[src/rtl/alu_issue_ctrl_pkg.sv]
// Shared definitions for the ALU issue/writeback controller: FSM states,
// default datapath widths and the opcodes understood by the 4-bit ALU.
package alu_issue_ctrl_pkg;

    localparam int DEF_DATA_W = 4;
    localparam int DEF_OP_W   = 3;
    localparam int DEF_REG_AW = 2;
    localparam int DEF_CNT_W  = 8;

    typedef enum logic [1:0] {
        IDLE = 2'd0,
        EXEC = 2'd1,
        WB   = 2'd2
    } state_t;

    localparam logic [DEF_OP_W-1:0] OP_ADD = 3'b000;
    localparam logic [DEF_OP_W-1:0] OP_SUB = 3'b001;
    localparam logic [DEF_OP_W-1:0] OP_AND = 3'b010;
    localparam logic [DEF_OP_W-1:0] OP_OR  = 3'b011;

endpackage

[src/rtl/alu_issue_ctrl_regfile.sv]
// Small register file: two combinational operand read ports, one debug read
// port, one synchronous write port, synchronously cleared by rst.
module alu_regfile
    import alu_issue_ctrl_pkg::*;
#(
    parameter int DATA_W = DEF_DATA_W,
    parameter int REG_AW = DEF_REG_AW
) (
    input  logic              clk,
    input  logic              rst,
    input  logic [REG_AW-1:0] rd_addr_1,
    output logic [DATA_W-1:0] rd_data_1,
    input  logic [REG_AW-1:0] rd_addr_2,
    output logic [DATA_W-1:0] rd_data_2,
    input  logic [REG_AW-1:0] dbg_addr,
    output logic [DATA_W-1:0] dbg_data,
    input  logic              wr_en,
    input  logic [REG_AW-1:0] wr_addr,
    input  logic [DATA_W-1:0] wr_data
);

    logic [DATA_W-1:0] mem [2**REG_AW];

    always_ff @(posedge clk) begin
        if (rst) begin
            for (int i = 0; i < 2**REG_AW; i++) begin
                mem[i] <= '0;
            end
        end else if (wr_en) begin
            mem[wr_addr] <= wr_data;
        end
    end

    assign rd_data_1 = mem[rd_addr_1];
    assign rd_data_2 = mem[rd_addr_2];
    assign dbg_data  = mem[dbg_addr];

endmodule

[src/rtl/alu_issue_ctrl.sv]
// Issue/writeback controller in front of a combinational ALU: registers the
// ALU inputs, captures its result a cycle later and hands it out on res_*.
module alu_issue_ctrl
    import alu_issue_ctrl_pkg::*;
#(
    parameter int DATA_W = DEF_DATA_W,
    parameter int OP_W   = DEF_OP_W,
    parameter int REG_AW = DEF_REG_AW,
    parameter int CNT_W  = DEF_CNT_W
) (
    input  logic              clk,
    input  logic              rst,
    input  logic              instr_valid,
    output logic              instr_ready,
    input  logic [OP_W-1:0]   instr_op,
    input  logic [REG_AW-1:0] instr_rd,
    input  logic [REG_AW-1:0] instr_rs1,
    input  logic [REG_AW-1:0] instr_rs2,
    input  logic              instr_imm_sel,
    input  logic [DATA_W-1:0] instr_imm,
    output logic [OP_W-1:0]   alu_opcode,
    output logic [DATA_W-1:0] alu_operand_1,
    output logic [DATA_W-1:0] alu_operand_2,
    input  logic [DATA_W-1:0] alu_result,
    output logic              res_valid,
    input  logic              res_ready,
    output logic [DATA_W-1:0] res_data,
    output logic [REG_AW-1:0] res_rd,
    output logic [CNT_W-1:0]  instr_count,
    input  logic [REG_AW-1:0] rf_dbg_addr,
    output logic [DATA_W-1:0] rf_dbg_data
);

    state_t            state;
    state_t            state_next;
    logic [REG_AW-1:0] rd_q;
    logic [DATA_W-1:0] rs1_data;
    logic [DATA_W-1:0] rs2_data;
    logic              accept;
    logic              retire;

    alu_regfile #(
        .DATA_W (DATA_W),
        .REG_AW (REG_AW)
    ) u_regfile (
        .clk       (clk),
        .rst       (rst),
        .rd_addr_1 (instr_rs1),
        .rd_data_1 (rs1_data),
        .rd_addr_2 (instr_rs2),
        .rd_data_2 (rs2_data),
        .dbg_addr  (rf_dbg_addr),
        .dbg_data  (rf_dbg_data),
        .wr_en     (state == EXEC),
        .wr_addr   (rd_q),
        .wr_data   (alu_result)
    );

    // Retiring in WB frees the slot, so a waiting instruction is taken in the same edge.
    always_comb begin
        state_next  = state;
        instr_ready = 1'b0;
        retire      = 1'b0;
        case (state)
            IDLE: begin
                instr_ready = 1'b1;
                if (instr_valid) begin
                    state_next = EXEC;
                end
            end
            EXEC: begin
                state_next = WB;
            end
            WB: begin
                if (res_ready) begin
                    retire      = 1'b1;
                    instr_ready = 1'b1;
                    state_next  = instr_valid ? EXEC : IDLE;
                end
            end
            default: begin
                state_next = IDLE;
            end
        endcase
        if (rst) begin
            instr_ready = 1'b0;
        end
    end

    assign accept    = instr_valid && instr_ready;
    assign res_valid = (state == WB);

    always_ff @(posedge clk) begin
        if (rst) begin
            state         <= IDLE;
            rd_q          <= '0;
            alu_opcode    <= '0;
            alu_operand_1 <= '0;
            alu_operand_2 <= '0;
            res_data      <= '0;
            res_rd        <= '0;
            instr_count   <= '0;
        end else begin
            state <= state_next;
            if (accept) begin
                alu_opcode    <= instr_op;
                alu_operand_1 <= rs1_data;
                alu_operand_2 <= instr_imm_sel ? instr_imm : rs2_data;
                rd_q          <= instr_rd;
            end
            if (state == EXEC) begin
                res_data <= alu_result;
                res_rd   <= rd_q;
            end
            if (retire) begin
                instr_count <= instr_count + 1'b1;
            end
        end
    end

endmodule

[config.mk]
export PLATFORM = sky130hd
export DESIGN_NAME = alu_issue_ctrl
export DESIGN_NICKNAME = d
export VERILOG_FILES = /design/src/rtl/alu_issue_ctrl_pkg.sv /design/src/rtl/alu_issue_ctrl_regfile.sv /design/src/rtl/alu_issue_ctrl.sv
export SDC_FILE = /design/constraint.sdc
export NUM_CORES = 1
export LEC_CHECK = 0
export CORE_ASPECT_RATIO = 0.6
export CORE_MARGIN = 1
export CORE_UTILIZATION = 31
export CTS_CLUSTER_SIZE = 14
export DETAILED_ROUTE_END_ITERATION = 7
export PLACE_DENSITY = 0.58
export SLEW_MARGIN = 20
export SYNTH_ARGS = -nofsm -noshare
export SYNTH_HDL_FRONTEND = slang
export SYNTH_SLANG_ARGS = --single-unit
[constraint.sdc]
create_clock -name clk -period 1.89 [get_ports clk]
set_input_delay 0.378 -clock clk [delete_from_list [all_inputs] [get_ports clk]]
set_output_delay 0.378 -clock clk [all_outputs]
set_load 0.01 [all_outputs]
==> results.json <==
{
  "rows": 23,
  "crit_end": "rf_dbg_data[2]",
  "finalPower_mw": 2.26,
  "synthCells": 198,
  "clock_latency_ns": 0.29,
  "yosysUniqueCellTypes": 40,
  "path_class": "flip-flop to output port",
  "setup_viol": 0,
  "ff2ff_path_depth": 3,
  "finalCriticalPeriod_ns": 1.84,
  "crit_chain": "mux4_2 -> dlygate4sd2_1",
  "avgSynthCellArea_um2": 11.1,
  "r2r-start": "state[1]$_SDFFE_PP0P_",
  "worst_slew_pin_slew_ns": 0.390,
  "start_util_pct": 32.5,
  "maxSlewViolCount": 0,
  "synth_fp_nets": 223,
  "hold_path_class": "flip-flop to flip-flop",
  "fin_crit_sh_pct": 97.6,
  "numCtsBuffers": 5,
  "cp-start-kind": "flip-flop",
  "place_hpwl_um": 4040,
  "finalInstanceArea_um2": 3130,
  "drt_pre_antenna_iters": 4,
  "endpoint_kind": "output port",
  "fmax_mhz": 542,
  "gp_congestion": 0.744,
  "drc": 0,
  "layout_commonest_cell": "clkdlybuf4s50_1",
  "antenna_found_initial": 0,
  "ys_seq_elements": 45,
  "fillCellCount": 630,
  "io_buffers": 54,
  "grt_pass1_wl_um": 8950,
  "leakage_nw": 1.15,
  "postCtsHoldBufs": 0,
  "maxCapViolations": 0,
  "drt_wl_total_um": 5590,
  "cp.required_ns": 1.51,
  "synth_area_um2": 2190,
  "ioPinCount": 55,
  "final_nets": 300,
  "rrSetupSlack_ns": 0.49,
  "hold_viol_final": 0,
  "fin_skew_ns": 0.00823,
  "drtIter0Drc": 103,
  "antennaDiodeCount": 0,
  "slowest_stage": "mux4_2",
  "place_area_um2": 2910,
  "dieArea_um2": 7410,
  "post-route-util_pct": 46.5,
  "grt_start_max_net_pins": 24,
  "ir_drop_v": 0.000343,
  "grt-ovfl-total": 0,
  "wire_per_inst_um": 15.4,
  "worstPathArrival_ns": 1.47,
  "syn2layout_area_growth_pct": 43.0,
  "worstReg2RegEnd": "u_regfile.mem[2][1]$_SDFFCE_PN0P_",
  "clk_pin_slew_worst_paths_ns": 0.06,
  "clockBufferDepth": 2,
  "ys_seq_area_share_pct": 48.5,
  "timing.hold.ws_ns": 0.462,
  "setup_tns_ns": 0,
  "cts_tree": "built",
  "avgViaCountPerCell": 5.14,
  "outcome": "complete, no violations",
  "die_h_um": 67.1,
  "power_density_nw_per_um2": 721,
  "rsz0062_at_grt": "false",
  "startpoint": "u_regfile.mem[2][2]$_SDFFCE_PN0P_",
  "grt_usage_pct": 15.9,
  "final_cell_mix": "clkdlybuf4s50_1 (47), buf_4 (28), dfxtp_1 (27)",
  "drive_gt1_share_pct": 22.5,
  "maxSlewHeadroom_pct": 73.9,
  "grt_pass1_vias": 1752,
  "max_stage_delay_ns": 0.47,
  "cts-root-buf": "clkbuf_16",
  "die_x_um": 110,
  "num_vias": 1866,
  "cp_max_fo": 2,
  "cts_num_sinks": 45,
  "coreArea_um2": 6730,
  "yosys_warnings": 0,
  "ant_nets": 0,
  "ctsHtreeMaxLevel": 2
}
flip-flops by register name, indices dropped and copies added (netlist names):
name and count:
u_regfile.mem 16, instr_count 8, alu_operand_1 4, alu_operand_2 4, res_data 4, alu_opcode 3, rd_q 2, res_rd 2
state 2
worst min-delay path by stage:
stage	startpoint	endpoint	cells after the start
3_3_place_gp	res_rd[0]$_SDFFE_PP0N_	res_rd[0]$_SDFFE_PP0N_	2
2_1_floorplan	res_data[0]$_SDFFE_PP0N_	res_data[0]$_SDFFE_PP0N_	2
6_report	res_data[3]$_SDFFE_PP0N_	res_data[3]$_SDFFE_PP0N_	2
3_5_place_dp	res_data[1]$_SDFFE_PP0N_	res_data[1]$_SDFFE_PP0N_	2
5_1_grt	res_data[1]$_SDFFE_PP0N_	res_data[1]$_SDFFE_PP0N_	2
4_1_cts	res_data[1]$_SDFFE_PP0N_	res_data[1]$_SDFFE_PP0N_	2
Yosys cell counts:
cell,n,area share (%)
nand4_1,10,2.9
nor3_1,1,0.23
o31ai_1,8,2.7
mux2_2,8,4.1
a222oi_1,4,1.8
or3_1,2,0.57
clkbuf_1,2,0.34
edfxtp_1,16,22
buf_2,9,2.1
nor3_4,1,0.74
nand4b_1,1,0.40
nor2b_1,3,0.86
buf_1,1,0.17
a21oi_1,16,3.7
a31oi_1,4,1.1
nand3b_4,1,0.91
xor2_1,1,0.40
inv_1,2,0.34
o21a_1,1,0.34
ha_1,1,0.57
o21ai_1,4,0.91
or4_1,3,1.0
nand2b_1,6,1.7
or2_1,2,0.57
nand2_1,12,2.1
mux2i_1,1,0.46
a211oi_1,4,1.4
nor4b_4,1,1.1
o21ai_0,2,0.46
and2_1,16,4.6
nor4_2,1,0.57
nor2_1,8,1.4
or2_2,2,0.57
nand3_1,3,0.69
dfxtp_1,29,27
mux4_2,8,8.2
and2b_2,1,0.40
a31o_2,1,0.40
nand3b_1,1,0.34
xnor2_1,1,0.40
logic make-up (layout without fill, tap and decap cells):
kind of cell / count (synthesis) / count (layout) / synth area share, %
DFF: 45 / 45 / 48.5
muxes: 17 / 17 / 12.8
AOI/OAI and AO/OA: 44 / 44 / 12.9
xor gates and xnor gates: 2 / 2 / 0.801
and+or+nand+nor: 75 / 75 / 21.6
buffers and inverters: 14 / 92 / 2.92
adders and majority gates: 1 / 1 / 0.572
critical path, delay by kind of cell, from the launching register on:
family	cells	cell delay (ns)
buffers and inverters	1	0.30
DFF	1	0.42
muxes	1	0.47
stage by stage:
stage,std cells,worst slack (ns)
after floorplan,198,0.411
after global placement,344,-0.545
after global routing,363,0.00980
final,363,0.0453
after detailed placement,344,-0.559
after CTS,358,0.00117
layer usage:
layer  vias up  GRT usage (%)  routed length (µm)
met5         -              0                   0
met4         0           4.50                  39
met3         4           5.64                 355
met2        72           21.8                2210
met1       881           23.1                2990
li1        909              -                   -
timing repair:
action                     in CTS  in global routing
setup endpoints to repair       5                  4
gates resized for setup        10                  3
setup buffers                   6                  5
power breakdown:
part           internal (mW)  switching (mW)
Clock                  0.485           0.350
Combinational          0.193           0.149
Sequential              1.04          0.0337
Total                   1.72           0.533
final cells by class:
type	count	area, µm²	area share, %
Clock buffer	6	129	4.12
Clock inverter	2	10.0	0.320
Inverter	2	7.51	0.240
Multi-Input combinational cell	139	1060	34.0
Sequential cell	45	1060	34.0
Tap cell	87	109	3.48
Timing Repair Buffer	82	747	23.9
(Power assumes the default switching activity.)
